--- src/rtl/mp3dec_pkg.sv ---
// Shared types and constants for the MP3 decoder stream controller.
package mp3dec_pkg;

  typedef enum logic [2:0] {
    IDLE  = 3'd0,
    RSTD  = 3'd1,
    PRIME = 3'd2,
    RUN   = 3'd3,
    DRAIN = 3'd4,
    DONE  = 3'd5,
    ERROR = 3'd6
  } ctrl_state_t;

  // Layer III frames carry two granules; frame_count advances on every second granule edge.
  localparam int unsigned GRANULES_PER_FRAME = 2;
  localparam int unsigned GRAN_CNT_W         = $clog2(GRANULES_PER_FRAME);

  // States in which a stream is in progress.
  function automatic logic is_busy(input ctrl_state_t s);
    return (s == RSTD) || (s == PRIME) || (s == RUN) || (s == DRAIN);
  endfunction

endpackage

--- src/rtl/mp3dec_word_fifo.sv ---
// Synchronous show-ahead word FIFO. The head word is presented combinationally,
// so a word pushed into an empty FIFO is visible the cycle after the push. When
// the FIFO runs empty the output holds the last popped word instead of stale RAM.
module mp3dec_word_fifo #(
  parameter int DEPTH = 16,
  parameter int WIDTH = 32
) (
  input  logic                     clk_i,
  input  logic                     rst_ni,
  input  logic                     flush_i,
  input  logic                     push_i,
  input  logic [WIDTH-1:0]         wdata_i,
  input  logic                     pop_i,
  output logic [WIDTH-1:0]         rdata_o,
  output logic                     full_o,
  output logic                     empty_o,
  output logic [$clog2(DEPTH):0]   count_o
);

  localparam int AW = $clog2(DEPTH);
  localparam logic [AW:0] FULL_CNT = (AW+1)'(DEPTH);

  logic [WIDTH-1:0] mem_q [DEPTH];
  logic [AW-1:0]    wr_ptr_q, rd_ptr_q;
  logic [AW:0]      count_q;
  logic [WIDTH-1:0] last_q;
  logic             do_push, do_pop;

  assign empty_o = (count_q == '0);
  assign full_o  = (count_q == FULL_CNT);
  assign count_o = count_q;
  assign do_pop  = pop_i & ~empty_o;
  // A full FIFO still takes a word when a pop frees a slot in the same cycle.
  assign do_push = push_i & (~full_o | do_pop);
  assign rdata_o = empty_o ? last_q : mem_q[rd_ptr_q];

  // Storage array, written on accepted pushes only.
  always_ff @(posedge clk_i) begin
    if (do_push) begin
      mem_q[wr_ptr_q] <= wdata_i;
    end
  end

  // Pointers, occupancy and last-popped word; flush empties the FIFO.
  always_ff @(posedge clk_i) begin
    if (!rst_ni || flush_i) begin
      wr_ptr_q <= '0;
      rd_ptr_q <= '0;
      count_q  <= '0;
      last_q   <= '0;
    end else begin
      if (do_push) begin
        wr_ptr_q <= wr_ptr_q + 1'b1;
      end
      if (do_pop) begin
        rd_ptr_q <= rd_ptr_q + 1'b1;
        last_q   <= mem_q[rd_ptr_q];
      end
      case ({do_push, do_pop})
        2'b10:   count_q <= count_q + 1'b1;
        2'b01:   count_q <= count_q - 1'b1;
        default: count_q <= count_q;
      endcase
    end
  end

endmodule

--- src/rtl/mp3dec_stream_ctrl.sv ---
// Stream sequencer between the host word stream and the Mp3Decode core:
// buffers words, sequences decoder reset/enable, counts frames and underruns,
// detects end of stream and retries the decoder on Invalid_format.
module mp3dec_stream_ctrl #(
  parameter int DEPTH       = 16,
  parameter int RST_CYCLES  = 8,
  parameter int PRIME_WORDS = 8,
  parameter int DRAIN_TMO   = 4096,
  parameter int MAX_RETRY   = 2
) (
  input  logic        Clk,
  input  logic        Rst,
  input  logic        start,
  input  logic        stop,
  input  logic [31:0] host_wdata,
  input  logic        host_wvalid,
  input  logic        host_eos,
  output logic        host_wready,
  output logic        dec_rst_n,
  output logic        dec_enable,
  output logic        dec_fifo_empty,
  output logic [31:0] dec_fifo_datain,
  input  logic        dec_fifo_ren,
  input  logic        dec_invalid,
  input  logic        dec_granule_done,
  input  logic        sink_full,
  output logic        dec_wfull,
  output logic [2:0]  state_o,
  output logic [31:0] frame_count,
  output logic [15:0] underrun_count,
  output logic        busy,
  output logic        done,
  output logic        error
);

  import mp3dec_pkg::*;

  localparam int CNT_W   = $clog2(DEPTH) + 1;
  localparam int TMR_MAX = (DRAIN_TMO > RST_CYCLES) ? DRAIN_TMO : RST_CYCLES;
  localparam int TMR_W   = $clog2(TMR_MAX) + 1;
  localparam int RETRY_W = $clog2(MAX_RETRY + 2);

  ctrl_state_t           state_q, state_d;
  logic [TMR_W-1:0]      timer_q, timer_d;
  logic [RETRY_W-1:0]    retry_q, retry_d;
  logic                  eos_seen_q, eos_seen_d;
  logic                  pend_q, pend_d;
  logic                  gran_prev_q;
  logic [GRAN_CNT_W-1:0] gran_par_q, gran_par_d;
  logic [31:0]           frame_q, frame_d;
  logic [15:0]           underrun_q, underrun_d;

  logic             fifo_push, fifo_pop, fifo_flush, fifo_full, fifo_empty;
  logic [CNT_W-1:0] fifo_count;
  logic             gran_edge, accept_ok, stop_hit, clear_counts;

  assign gran_edge = dec_granule_done & ~gran_prev_q;
  // The decoder only sees data in RUN, so reads outside RUN never consume words.
  assign fifo_pop    = dec_fifo_ren & ~fifo_empty & (state_q == RUN);
  assign accept_ok   = ((state_q == PRIME) || (state_q == RUN)) && !eos_seen_q;
  assign host_wready = accept_ok & (~fifo_full | fifo_pop);
  assign fifo_push   = host_wvalid & host_wready;
  assign stop_hit    = stop & (state_q != IDLE);
  // IDLE keeps the buffer empty; stop discards whatever was queued.
  assign fifo_flush  = stop_hit | (state_q == IDLE);

  mp3dec_word_fifo #(
    .DEPTH (DEPTH),
    .WIDTH (32)
  ) u_fifo (
    .clk_i   (Clk),
    .rst_ni  (Rst),
    .flush_i (fifo_flush),
    .push_i  (fifo_push),
    .wdata_i (host_wdata),
    .pop_i   (fifo_pop),
    .rdata_o (dec_fifo_datain),
    .full_o  (fifo_full),
    .empty_o (fifo_empty),
    .count_o (fifo_count)
  );

  // Control state and its bookkeeping registers.
  always_ff @(posedge Clk) begin
    if (!Rst) begin
      state_q    <= IDLE;
      timer_q    <= '0;
      retry_q    <= '0;
      eos_seen_q <= 1'b0;
      pend_q     <= 1'b0;
    end else begin
      state_q    <= state_d;
      timer_q    <= timer_d;
      retry_q    <= retry_d;
      eos_seen_q <= eos_seen_d;
      pend_q     <= pend_d;
    end
  end

  // Next-state logic; stop overrides every other transition.
  always_comb begin
    state_d      = state_q;
    timer_d      = timer_q;
    retry_d      = retry_q;
    pend_d       = pend_q;
    clear_counts = 1'b0;
    eos_seen_d   = eos_seen_q | (fifo_push & host_eos);
    unique case (state_q)
      IDLE: begin
        // pend_q carries a start that arrived in DONE through one IDLE cycle.
        if (start || pend_q) begin
          state_d      = RSTD;
          retry_d      = '0;
          eos_seen_d   = 1'b0;
          pend_d       = 1'b0;
          clear_counts = 1'b1;
        end
      end
      RSTD: begin
        timer_d = timer_q + 1'b1;
        if (timer_q == TMR_W'(RST_CYCLES - 1)) begin
          state_d = PRIME;
        end
      end
      PRIME: begin
        if ((fifo_count >= CNT_W'(PRIME_WORDS)) || eos_seen_q) begin
          state_d = RUN;
        end
      end
      RUN: begin
        if (dec_invalid) begin
          if (retry_q < RETRY_W'(MAX_RETRY)) begin
            retry_d = retry_q + 1'b1;
            state_d = RSTD;
          end else begin
            state_d = ERROR;
          end
        end else if (eos_seen_q && fifo_empty) begin
          state_d = DRAIN;
        end
      end
      DRAIN: begin
        timer_d = gran_edge ? '0 : timer_q + 1'b1;
        if (dec_invalid) begin
          if (retry_q < RETRY_W'(MAX_RETRY)) begin
            retry_d = retry_q + 1'b1;
            state_d = RSTD;
          end else begin
            state_d = ERROR;
          end
        end else if (!gran_edge && (timer_q == TMR_W'(DRAIN_TMO - 1))) begin
          state_d = DONE;
        end
      end
      DONE: begin
        if (start && !stop) begin
          state_d = IDLE;
          pend_d  = 1'b1;
        end
      end
      ERROR: begin
        state_d = state_q;
      end
      default: begin
        state_d = IDLE;
      end
    endcase
    if (stop_hit) begin
      state_d = IDLE;
      pend_d  = 1'b0;
    end
    if (state_d != state_q) begin
      timer_d = '0;
    end
  end

  // Granule edge history and the status counters.
  always_ff @(posedge Clk) begin
    if (!Rst) begin
      gran_prev_q <= 1'b0;
      gran_par_q  <= '0;
      frame_q     <= '0;
      underrun_q  <= '0;
    end else begin
      gran_prev_q <= dec_granule_done;
      gran_par_q  <= gran_par_d;
      frame_q     <= frame_d;
      underrun_q  <= underrun_d;
    end
  end

  // Frame counting from granule edges and saturating underrun counting.
  always_comb begin
    gran_par_d = gran_par_q;
    frame_d    = frame_q;
    underrun_d = underrun_q;
    if (clear_counts) begin
      gran_par_d = '0;
      frame_d    = '0;
      underrun_d = '0;
    end else begin
      if (state_q == RSTD) begin
        gran_par_d = '0;
      end else if (gran_edge) begin
        if (gran_par_q == GRAN_CNT_W'(GRANULES_PER_FRAME - 1)) begin
          gran_par_d = '0;
          frame_d    = frame_q + 1'b1;
        end else begin
          gran_par_d = gran_par_q + 1'b1;
        end
      end
      if (dec_fifo_ren && fifo_empty && (underrun_q != 16'hFFFF)) begin
        underrun_d = underrun_q + 1'b1;
      end
    end
  end

  // Decoder-facing controls and status flags decoded from the state.
  always_comb begin
    dec_rst_n      = (state_q == PRIME) || (state_q == RUN) ||
                     (state_q == DRAIN) || (state_q == DONE);
    dec_enable     = (state_q == RUN) || (state_q == DRAIN);
    dec_fifo_empty = fifo_empty | (state_q != RUN);
    dec_wfull      = ((state_q == RUN) || (state_q == DRAIN)) ? sink_full : 1'b1;
    busy           = is_busy(state_q);
    done           = (state_q == DONE);
    error          = (state_q == ERROR);
  end

  assign state_o        = state_q;
  assign frame_count    = frame_q;
  assign underrun_count = underrun_q;

endmodule
--- config.mk ---
export PLATFORM = sky130hd
export DESIGN_NAME = mp3dec_stream_ctrl
export DESIGN_NICKNAME = d
export VERILOG_FILES = /design/src/rtl/mp3dec_pkg.sv /design/src/rtl/mp3dec_word_fifo.sv /design/src/rtl/mp3dec_stream_ctrl.sv
export SDC_FILE = /design/constraint.sdc
export NUM_CORES = 1
export LEC_CHECK = 0
export CORE_MARGIN = 5
export CORE_UTILIZATION = 45
export CTS_CLUSTER_SIZE = 20
export DETAILED_ROUTE_END_ITERATION = 8
export HOLD_SLACK_MARGIN = 0.03
export PLACE_DENSITY_LB_ADDON = 0.25
export SKIP_CTS_REPAIR_TIMING = 1
export SYNTH_ARGS = -nofsm -noshare
export SYNTH_HDL_FRONTEND = slang
export SYNTH_SLANG_ARGS = --single-unit
--- constraint.sdc ---
create_clock -name Clk -period 8.25 [get_ports Clk]
set_clock_uncertainty 0.1 [all_clocks]
set_input_delay 2.475 -clock Clk [delete_from_list [all_inputs] [get_ports Clk]]
set_output_delay 2.475 -clock Clk [all_outputs]
set_load 0.01 [all_outputs]
==> metrics.txt <==
largest net degree at the start of global routing a little over 70; Final Hold Violating Endpoints 0; flop and latch count out of synthesis approximately 630; Synth Area in Adders 0.728%; largest stage delay on the critical path ~600 ps; arrival time at the worst endpoint 4040 ps; die width between 200 and 250 um; maximum clock rate between 0.15 and 0.2 GHz; critical path required time between 5000 and 6000 ps; Sum Neg Setup Slack 0 ps; Tot Pwr 6.34 mW; placed cell area ~27000 um2; Post-Syn Area roughly 25000 um2; GRT Overall Usage 18.7%; Layout Nets ~1600; Starting DRT DRC Count 1143; Yosys top cell area share 61.3%; CTS tree built; DRT Pass-1 Iters 5; initial antenna violation count 3; Synth Net Count between 1000 and 1500; Power Density between 200 and 250 nW/um2; post-synthesis xor/xnor area fraction under 10%; design area ~29000 um2; EDFF count, synth between 500 and 600; Tcrit/Tclk final between 80% and 90%; Hold Crit Class register to register; clk_lat worst skew ~600 ps; Overflow after GRT 0; Mapped Cells 1412; Avg WL per Cell roughly 24 um; vias in the first global route about 13000; unrepaired setup endpoints after global routing false; post-route ant nets 0; Static Leak 8.97 nW; I/O pin count approximately 130; Clock Tree Buf Depth 3; Least-Margin Pin Slew roughly 1100 ps; Compound-Gate Fraction of Synth Area roughly 2%; vias per cell around 5.6; ant diodes 0; dpl hpwl between 30 and 40 mm; ys async rst share 0%; final non-filler cell total approximately 2400; cells along the critical path clkdlybuf4s50_1 -> nand4b_1 -> a41oi_1 -> clkdlybuf4s50_1; die area 60600 um2; slew margin rel. about a quarter; Final Critical Period between 6000 and 7000 ps; DRC violations left 0; critical path endpoint category primary output; WL final between 50 and 60 mm; clock sinks ~630; number of CTS-inserted buffers 66; status completed; main combinational cell family by area after synthesis multiplexers; peak supply drop 0.175 mV; largest cells by area after synthesis edfxtp_1 61%, mux4_2 14%, dfxtp_1 9.5%; clock root cell clkbuf_16; Simple-Gate Fraction of Synth Area 6.49%; critical path peak fanout 3; Area Overhead vs Synth 17.3%; total core area about 55000 um2; clock slew at reported path FFs approximately 60 ps; distinct cell type count after synthesis 63; GPL Wtd Cong about 0.8; max cap viols 0; Top cell by count, worst path clkdlybuf4s50_1; first-pass GRT wire length 85.1 mm; placed cell count 2253; final core occ between 50% and 60%; via count ~13000; initial cell density of the core between 40% and 50%; final setup fails 0; crit path kind input pin to primary output; Synthesis Warnings 0; post-synthesis sequential area ratio a little over two thirds; standard-cell row count 86; H-tree depth 3; Synth area leader edfxtp_1; layout cell share with drive strength beyond 1 ~22%; Critical Path Start Type input pin; ys flop type edfxtp_1; Die Ht 246 um; Worst path slowest cell clkdlybuf4s50_1; multiplexer area fraction after synthesis 16.0%; Syn Area/Cell about 18 um2; port bufs ~130; final slew viol count 0
state kept, by name, summed over array words and instances (netlist names), named ones only:
| register | cells |
|---|---|
| state_o | 3 |
| u_fifo.last_q | 32 |
| u_fifo.rd_ptr_q | 4 |
| gran_prev_q | 1 |
| u_fifo.wr_ptr_q | 4 |
| pend_q | 1 |
| retry_q | 2 |
| u_fifo.count_o | 5 |
| frame_count | 32 |
| underrun_count | 16 |
| timer_q | 13 |
| eos_seen_q | 1 |
| u_fifo.mem_q | 512 |
| gran_par_q | 1 |
stage by stage:
step                      hold WS (ps)  worst slack, ps
after floorplan                    334             2090
final                              353             1630
after global routing               374             1460
after global placement             340             1700
after detailed placement           348             1660
after CTS                          356             1620
worst paths after layout:
path                                        start             endpoint  slack [ps]  depth (start not counted)
worst min register to register  u_fifo.last_q[27]    u_fifo.last_q[27]         350                          2
worst max-delay path                 dec_fifo_ren          host_wready        1630                          4
worst max register to register         state_o[1]  u_fifo.mem_q[6][20]        4340                          7
worst min-delay path            u_fifo.last_q[27]    u_fifo.last_q[27]         350                          2
cells in the mapped netlist (12+ instances only):
library cell / n
mux2_2: 33
ha_1: 13
o21ai_0: 12
nand4_1: 20
xor2_1: 29
nand3_1: 26
mux4_2: 160
xnor2_1: 35
nor2_1: 89
nor3_1: 21
nand2_1: 104
inv_1: 20
edfxtp_1: 512
a21oi_1: 48
dfxtp_1: 119
clkbuf_1: 42
critical path, delay by kind of cell:
family	cells	cell delay [ps]
buffers and inverters	2	1150
AOI/OAI and AO/OA	1	300
and+or+nand+nor	1	120
area by class of cell:
type	count	area [um2]
Timing Repair Buffer	165	1590
Inverter	23	86.3
Fill cell	4303	25800
Sequential cell	631	17800
Clock buffer	88	1810
Tap cell	748	936
Multi-Input combinational cell	686	7020
Clock inverter	29	228
cell usage in the layout, fill, tap and decap left out, types with 4 or more instances in the layout:
cell	Yosys	routed
a21oi_1	48	48
a31oi_1	5	5
and2_1	8	8
and3_1	7	7
and4_1	6	6
buf_4	11	31
clkbuf_1	42	17
clkbuf_16	0	68
clkdlybuf4s50_1	0	132
clkinv_1	0	10
clkinv_2	0	13
dfxtp_1	119	115
edfxtp_1	512	512
ha_1	13	13
inv_1	20	20
mux2_2	33	33
mux4_2	160	160
nand2_1	104	103
nand2b_1	5	5
nand3_1	26	25
nand4_1	20	20
nor2_1	89	77
nor2_4	0	12
nor2b_1	4	4
nor3_1	21	17
nor3_2	4	8
nor4_1	9	9
nor4_2	6	6
o21ai_0	12	12
xnor2_1	35	35
xor2_1	29	29
power breakdown:
group / switching, mW / leakage [nW] / internal [mW]
combinational: 0.0663 / 2.41 / 0.0311
sequential: 0.00376 / 5.56 / 3.44
clock: 1.19 / 1.01 / 1.61
routing by layer:
layer	up-vias	GRT usage, %	routed length (um)
li1	5884	-	-
met1	6974	25.8	24000
met2	377	31.1	28000
met3	81	3.46	3320
met4	4	4.94	1200
met5	-	0	27
cells by family after synthesis:
| group | count (synthesis) |
|---|---|
| AOI/OAI and AO/OA | 83 |
| buffers and inverters | 95 |
| muxes | 197 |
| xor gates and xnor gates | 64 |
| adders and majority gates | 14 |
| and+or+nand+nor | 328 |
| DFF | 631 |
Power figures use the tool's default switching activity.
